$ cat config.mk
export PLATFORM = sky130hd
export DESIGN_NAME = memq_target
export DESIGN_NICKNAME = d
export VERILOG_FILES = /design/src/rtl/memq_target.sv
export SDC_FILE = /design/constraint.sdc
export NUM_CORES = 1
export LEC_CHECK = 0
export ABC_CLOCK_PERIOD_IN_PS = 2290
export CORE_ASPECT_RATIO = 1.4
export CORE_UTILIZATION = 55
export CTS_BUF_LIST = sky130_fd_sc_hd__clkbuf_8
export CTS_CLUSTER_DIAMETER = 60
export CTS_CLUSTER_SIZE = 28
export DETAILED_ROUTE_END_ITERATION = 12
export GPL_ROUTABILITY_DRIVEN = 0
export MAX_ROUTING_LAYER = met4
export PLACE_DENSITY = 0.81
export SLEW_MARGIN = 20
export SYNTH_ARGS = -nofsm -noshare
export SYNTH_HDL_FRONTEND = slang
export SYNTH_SLANG_ARGS = --single-unit
$ cat constraint.sdc
create_clock -name clock -period 2.29 [get_ports clock]
set_input_delay 0.229 -clock clock [delete_from_list [all_inputs] [get_ports clock]]
set_output_delay 0.229 -clock clock [all_outputs]
set_load 0.02 [all_outputs]
$ cat src/rtl/memq_target.sv
// memq_target: bus target with per-address write-version memory, fixed-latency read
// pipeline and a response FIFO that back-pressures the arbiter through ready.
module memq_target #(
   parameter int WIDTH     = 2,
   parameter int DWIDTH    = 4,
   parameter int LATENCY   = 2,
   parameter int RDEPTH    = 4,
   parameter int LOGRDEPTH = 2
) (
   input  logic              clock,
   input  logic              reset,
   input  logic              validin,
   input  logic              isread,
   input  logic [WIDTH-1:0]  addr,
   input  logic              src,
   output logic              ready,
   output logic              resp_valid,
   output logic              resp_src,
   output logic [WIDTH-1:0]  resp_addr,
   output logic [DWIDTH-1:0] resp_data,
   input  logic              resp_accept,
   output logic              overrun
);
   localparam int CW = LOGRDEPTH + 1;
   logic [DWIDTH-1:0]    mem_q [2**WIDTH];
   logic [LATENCY-1:0]   pv_q, ps_q;
   logic [WIDTH-1:0]     pa_q [LATENCY];
   logic [DWIDTH-1:0]    pd_q [LATENCY];
   logic [RDEPTH-1:0]    fs_q;
   logic [WIDTH-1:0]     fa_q [RDEPTH];
   logic [DWIDTH-1:0]    fd_q [RDEPTH];
   logic [LOGRDEPTH-1:0] wp_q, rp_q;
   logic [CW-1:0]        cnt_q, cnt_d, inf_q, inf_d;
   logic                 ovr_q, acc, rd, push, pop;
   // Reads in flight are reserved against FIFO space, so a push can never find it full.
   assign ready      = ({1'b0, cnt_q} + {1'b0, inf_q}) < (CW+1)'(RDEPTH);
   assign acc        = validin && ready;
   assign rd         = acc && isread;
   assign push       = pv_q[LATENCY-1];
   assign resp_valid = cnt_q != '0;
   assign pop        = resp_valid && resp_accept;
   assign resp_src   = resp_valid && fs_q[rp_q];
   assign resp_addr  = resp_valid ? fa_q[rp_q] : '0;
   assign resp_data  = resp_valid ? fd_q[rp_q] : '0;
   assign overrun    = ovr_q;
   always_comb begin
      cnt_d = (push && !pop) ? cnt_q + 1'b1 : (pop && !push) ? cnt_q - 1'b1 : cnt_q;
      inf_d = (rd && !push) ? inf_q + 1'b1 : (push && !rd) ? inf_q - 1'b1 : inf_q;
   end
   always_ff @(posedge clock) begin
      if (reset) begin
         for (int i = 0; i < 2**WIDTH; i++) mem_q[i] <= '0;
         pv_q  <= '0;
         wp_q  <= '0;
         rp_q  <= '0;
         cnt_q <= '0;
         inf_q <= '0;
         ovr_q <= 1'b0;
      end else begin
         if (acc && !isread) mem_q[addr] <= mem_q[addr] + 1'b1;
         pv_q[0] <= rd;
         ps_q[0] <= src;
         pa_q[0] <= addr;
         pd_q[0] <= mem_q[addr];
         for (int i = 1; i < LATENCY; i++) begin
            pv_q[i] <= pv_q[i-1];
            ps_q[i] <= ps_q[i-1];
            pa_q[i] <= pa_q[i-1];
            pd_q[i] <= pd_q[i-1];
         end
         if (push) begin
            fs_q[wp_q] <= ps_q[LATENCY-1];
            fa_q[wp_q] <= pa_q[LATENCY-1];
            fd_q[wp_q] <= pd_q[LATENCY-1];
         end
         wp_q  <= push ? wp_q + 1'b1 : wp_q;
         rp_q  <= pop ? rp_q + 1'b1 : rp_q;
         cnt_q <= cnt_d;
         inf_q <= inf_d;
         ovr_q <= ovr_q || (validin && !ready);
      end
   end
endmodule

# Word-level counts from Yosys, hierarchy flattened
# Memories as Yosys holds them, arrays and structs flattened. A register that Yosys moved wholly into a read port is not among the register bits.
# Cells that the tools add are included.
op_classes:
  n_lt_le_gt_ge: 4
  bitwise_logic: 1
  muxes: 27
  addsub: 8
  n_reduce_logical: 22
ops:
  columns: ["operator", "count"]
  rows:
  - ["two-way mux 1 bit", 12]
  - ["two-way mux 2 bit", 6]
  - ["two-way mux 3 bit", 4]
  - ["logical AND 1 bit", 11]
  - ["two-way mux 4 bit", 2]
  - ["adder 3 x 1 -> 3 bit (second input constant)", 2]
  - ["less-than comparator 2 x 3 -> 1 bit (second input constant)", 2]
  - ["subtractor 3 x 1 -> 3 bit (second input constant)", 2]
  - ["logical NOT 1 bit", 5]
  - ["adder 2 x 1 -> 2 bit (second input constant)", 2]
  - ["adder 3 x 3 -> 4 bit", 1]
  - ["adder 4 x 1 -> 4 bit (second input constant)", 1]
  - ["bitwise mux 4 bit", 1]
  - ["less-than comparator 4 x 3 -> 1 bit (second input constant)", 1]
  - ["nonzero test 2 bit", 2]
  - ["OR reduction 4 bit", 1]
  - ["nonzero test 3 bit", 1]
  - ["binary-select mux 1 bit (select 2 bit)", 1]
  - ["demux 1 bit (select 2 bit)", 1]
  - ["greater-or-equal comparator 2 x 1 -> 1 bit (second input constant)", 1]
  - ["AND reduction 2 bit", 1]
  - ["logical OR 1 bit", 1]
  - ["NOT 1 bit", 1]
totals:
  memories: 5
  ram_bits: 52
  register_bits: 19
mem_list:
  columns: ["memory", "depth", "word_bits", "read_ports", "rd_clocked_by_memory_dff", "write_ports", "line", "text"]
  rows:
  - ["fd_q", 4, 4, 1, 1, 1, "31", "logic [DWIDTH-1:0] fd_q [RDEPTH];"]
  - ["mem_q", 4, 4, 1, 0, 4, "25", "logic [DWIDTH-1:0] mem_q [2**WIDTH];"]
  - ["fa_q", 4, 2, 1, 1, 1, "30", "logic [WIDTH-1:0] fa_q [RDEPTH];"]
  - ["pd_q", 2, 4, 2, 0, 2, "28", "logic [DWIDTH-1:0] pd_q [LATENCY];"]
  - ["pa_q", 2, 2, 2, 0, 2, "27", "logic [WIDTH-1:0] pa_q [LATENCY];"]

# Longest topological paths before layout
# Gate-level depths: netlist (run 1).
depth:
  ltp_word: 9
  ltp_mapped: 11
  depth_no_buf: 11

# Worst setup path before layout (run 1)
# No wires, ideal clock.
synth_timing:
  kind: "register to register"
  start: "register cnt_q[2]"
  end: "register inf_q[2]"
  required_ns: 2.220
  path_buffers: 0
  t_arrival_ns: 2.463
  slack_ns: -0.243
  stages_incl_launch_ff: 12
  path_cell_list: "dfxtp_1 -> ha_1 -> nor3_1 -> nand2_1 -> inv_1 -> and3_1 -> ha_1 -> inv_1 -> fa_1 -> xor2_1 -> or3_1 -> a21oi_1"
synth_between:
  elab_chain_cells: 7
  word_cells_on_any_way: 9
synth_rtl:
  columns: ["element", "line", "text"]
  rows:
  - ["start: declaration", "33", "logic [CW-1:0] cnt_q, cnt_d, inf_q, inf_d;"]
  - ["start signal: assignment", "78", "cnt_q <= cnt_d;"]
  - ["adder 3 x 3 -> 4 bit *", "36", "assign ready = ({1'b0, cnt_q} + {1'b0, inf_q}) < (CW+1)'(RDEPTH);"]
  - ["less-than comparator 4 x 3 -> 1 bit *", "36", null]
  - ["named net ready", "16", "output logic ready,"]
  - ["logical AND 1 bit *", "37", "assign acc = validin && ready;"]
  - ["logical AND 1 bit *", "38", "assign rd = acc && isread;"]
  - ["named net rd", "34", "logic ovr_q, acc, rd, push, pop;"]
  - ["logical NOT 1 bit", "48", "inf_d = (rd && !push) ? inf_q + 1'b1 : (push && !rd) ? inf_q - 1'b1 : inf_q;"]
  - ["logical AND 1 bit", "48", null]
  - ["nonzero test 2 bit (no line)", null, null]
  - ["end signal: assignment", "79", "inf_q <= inf_d;"]
  - ["end: declaration", "33", null]
# Mark *: on every way through the listed nets, which the timed path passes. The rest lies on a longest branch.
# A chain may end at the register's enable or synchronous reset.

# Final worst setup path (run 1)
layout_timing:
  start: "register cnt_q[2]"
  end: "register inf_q[2]"
layout_between:
  elab_chain_cells: 7
  word_cells_on_any_way: 9
layout_rtl:
  columns: ["element", "line"]
  rows:
  - ["adder 3 x 3 -> 4 bit *", "36"]
  - ["less-than comparator 4 x 3 -> 1 bit *", "36"]
  - ["logical AND 1 bit *", "37"]
  - ["logical AND 1 bit *", "38"]
  - ["named net rd", "34"]
  - ["logical NOT 1 bit", "48"]
  - ["logical AND 1 bit", "48"]
  - ["nonzero test 2 bit (no line)", null]
# Marks and branches as above.

==> key figures, run 1 <==
Power
  – Net Sw Frac: between 20% and 30%
  – Combinational share of power: a little under 30%
  – Leakage power: about 1.3 nW
  – Internal: between 0.002 and 0.003 W
  – Flop pwr share: around 45%
  – Clock share of power: 25.6%
  – Worst vdd ir: between 0.5 and 0.6 mV
  – Pwr/cell area: between 1000 and 1500 mW/mm^2
  – Power, Total: about 0.0038 W
  – Switching power total: 0.00111 W

STA
  – Hold_ws: approximately 0.43 ns
  – Clock Skews: roughly 0.0076 ns
  – Max frequency: around 440 MHz
  – Slew HR: between 50% and 60%
  – Worst-Margin Slew: roughly 0.72 ns
  – Final setup viols: 1
  – RSZ-0062 raised after global routing: yes
  – PnR worst setup slack: -0.00412 ns
  – Period utilisation layout: 100%
  – Final hold violations: 0
  – Slew Viols, Final: 0
  – Final min period: around 2.3 ns

Floorplan
  – Rows: 31
  – Starting Density: ~58%
  – DIE AREA: around 0.0057 mm^2
  – Boundary pin count: 18
  – Core region area: between 0.005 and 0.006 mm^2
  – DIE HEIGHT: 89.2 um
  – Die width: 64.3 um

Final layout
  – Core Util, Final: between 60 and 70%
  – Layout cells sized above 1: around 25%
  – Antenna cells: 0
  – Nets@finish: 245
  – P&R area growth vs syn: 19.6%
  – Commonest non-fill, non-tap cell in the layout: edfxtp_1
  – Layout Cells excl Fill: 297
  – Commonest cells after routing, fill and taps aside: edfxtp_1, nor2_1, clkdlybuf4s50_1

Yosys
  – Ys Warns: 0
  – Post-Syn Area per Cell: between 15 and 20 um^2
  – Register area share after synthesis: 68.3%
  – Synth Cell Area: about 0.003 mm^2
  – #FFs+latches synth: between 70 and 80
  – XOR/XNOR Fraction of Synth Area: around 3.5%
  – Post-synthesis adder-cell area fraction: 5.10%
  – Post-synthesis compound-gate area fraction: 1.42%
  – Multiplexer area fraction after synthesis: roughly a tenth
  – Syn nets: roughly 210
  – Simple-Gate Fraction of Synth Area: 10.2%
  – Synth cell types: 33
  – Main combinational cell family by area after synthesis: simple AND/OR/NAND/NOR gates
  – Cells after Synth: 189

CTS
  – Clk_lat worst skew: about 0.34 ns
  – Post-CTS Setup Bufs: 0
  – # clock sinks: 73
  – Clock buffer depth: 2
  – H-tree Lvls: 3
  – CTS tree: yes
  – CTS root buffer: clkbuf_8
  – Num CTS Buffers: 9
  – Clock transition at path regs: around 0.080 ns

Placed design
  – Inst Count DP: 281
  – Post-DP HPWL: roughly 3.4 mm
  – PortBufs: 17

Global route
  – Initial antenna violation count: 0
  – Global-route wire length before repair: approximately 7.7 mm
  – Pin count of the biggest net entering global routing: 15
  – Vias in the first global route: 1624
  – Grt total ovfl: 0
  – All-Layer GR Usage: 19.5%

Critical path
  – Arrival @ worst endpoint: around 2.6 ns
  – Reg2reg end: inf_q[2]$_SDFFE_PP0P_
  – CP startpoint kind: flip-flop
  – Worst R2R Start: cnt_q[2]$_SDFFE_PP0P_
  – Worst-path fanout max: 4
  – Crit Path Category: flip-flop to flip-flop
  – Worst path required time: 2.56 ns
  – R2R setup slack: -0.004 ns
  – Crit path launch: cnt_q[2]$_SDFFE_PP0P_
  – R2R depth: 11
  – Critical Path End: inf_q[2]$_SDFFE_PP0P_
  – Critical Path End Type: flip-flop

Detailed routing
  – Initial DRC Count: 30
  – Post-Route WL: between 4 and 5 mm
  – Post-DR wirelength/cell: 15.7 um
  – DR vias/cell: between 5 and 6
  – Drc violations: 0
  – Antenna Nets Post-Route: 0
  – TritonRoute pass-1 iters: 4
  – Vias: around 1600

Worst hold path
  – Hold Startpoint: pd_q[0][2]$_DFFE_PN_
  – Hold Crit Class: flip-flop to flip-flop

Outcome
  – Status: finished, violations left
  – Failing checks: setup timing

Flow run
  – Maxcap violations: 0
-- worst min path at each step --
stage	to	cells after the start
after floorplan	cnt_q[2]$_SDFFE_PP0P_	1
after global placement	pd_q[0][5]$_DFFE_PN_	0
after detailed placement	pd_q[0][6]$_DFFE_PN_	0
after CTS	pd_q[0][6]$_DFFE_PN_	0
after global routing	ps_q[0]$_DFFE_PN_	1
final	pd_q[0][6]$_DFFE_PN_	0
-- critical path: stages, from the launching register on --
cell and delay, ns:
dfxtp_2 0.35, ha_4 0.25, nor3_4 0.20, nand2_2 0.09
inv_2 0.06, and3_4 0.20, ha_4 0.13, inv_1 0.05
fa_2 0.33, xor2_1 0.15, or3_1 0.30, a21oi_1 0.12
-- state kept, by name, summed over array words and instances (netlist names), named ones only --
register	count
fd_q	16
rp_q	2
mem_q	16
pv_q	2
fs_q	4
fa_q	8
pa_q	4
cnt_q	3
pd_q	8
overrun	1
inf_q	3
ps_q	2
wp_q	2
-- through the flow --
| step | setup slack (ns) | setup TNS [ns] | area, um^2 |
|---|---|---|---|
| finish | -0.00412 | -0.00412 | 3580 |
| detailed placement | -0.0228 | -0.0228 | 3340 |
| global placement | 0.0431 | 0 | 3340 |
| floorplan | 0.00732 | 0 | 3020 |
| global route | -0.0917 | -0.0917 | 3580 |
| CTS | 0.0155 | 0 | 3570 |
-- logic make-up (layout without fill, tap and decap cells) --
group / after synthesis / after routing
mux: 14 / 14
fa+ha+maj: 11 / 11
flops: 73 / 73
buf+inv: 14 / 56
simple gates: 57 / 57
compound gates: 8 / 8
xor+xnor: 12 / 12
-- per-layer routing --
layer	up-vias	share of wire, %	track usage (%)
met3	14	3.1	4.97
met1	773	40	20.3
met5	-	0	-
met2	32	54	32.8
met4	0	3.2	12.5
li1	767	-	-
-- synth_stat cells (all sizes together) --
| library cell | count | area [um^2] |
|---|---|---|
| a21oi | 3 | 15.0 |
| and2 | 8 | 50.1 |
| and3 | 5 | 31.3 |
| buf | 2 | 16.3 |
| clkbuf | 3 | 12.5 |
| clkinv | 1 | 3.75 |
| dfxtp | 15 | 300 |
| edfxtp | 58 | 1740 |
| fa | 2 | 40.0 |
| ha | 9 | 113 |
| inv | 8 | 30.0 |
| mux2i | 3 | 30.0 |
| mux4 | 11 | 252 |
| nand2 | 5 | 18.8 |
| nand2b | 1 | 6.26 |
| nand3 | 3 | 20.0 |
| nand4 | 2 | 18.8 |
| nor2 | 19 | 71.3 |
| nor2b | 1 | 6.26 |
| nor3 | 7 | 40.0 |
| o21ai | 4 | 20.0 |
| o31ai | 1 | 7.51 |
| or2 | 1 | 8.76 |
| or2b | 1 | 7.51 |
| or3 | 4 | 25.0 |
| xnor2 | 2 | 17.5 |
| xor2 | 10 | 87.6 |
-- area by class of cell --
| type | instances | area, um^2 |
|---|---|---|
| Sequential cell | 73 | 2050 |
| Tap cell | 66 | 82.6 |
| Multi-Input combinational cell | 102 | 937 |
| Fill cell | 355 | 1620 |
| Clock buffer | 9 | 124 |
| Timing Repair Buffer | 31 | 278 |
| Clock inverter | 7 | 71.3 |
| Inverter | 9 | 33.8 |
-- repair_timing --
item                                   4_1_cts  5_1_grt
hold buffers                                 0        0
resized for setup                            7        5
pin swaps                                    4        0
endpoints found under the hold margin        0        0
setup endpoints to repair                    8        3
-- power by group through the flow --
stage	Combinational, W	Sequential, W	Clock, W
after floorplan	0.000654	0.00167	0
after global placement	0.00104	0.00170	0
after detailed placement	0.00106	0.00171	0
after CTS	0.00111	0.00169	0.000993
after global routing	0.00122	0.00171	0.00103
final	0.00111	0.00169	0.000964
Power figures use the tool's default switching activity.
==> run 2, diff against run 1 <==
- CAP_MARGIN: unset -> 15
==> results of run 2 <==
No change in the layout: final DEF, timing and power equal those of run 1.
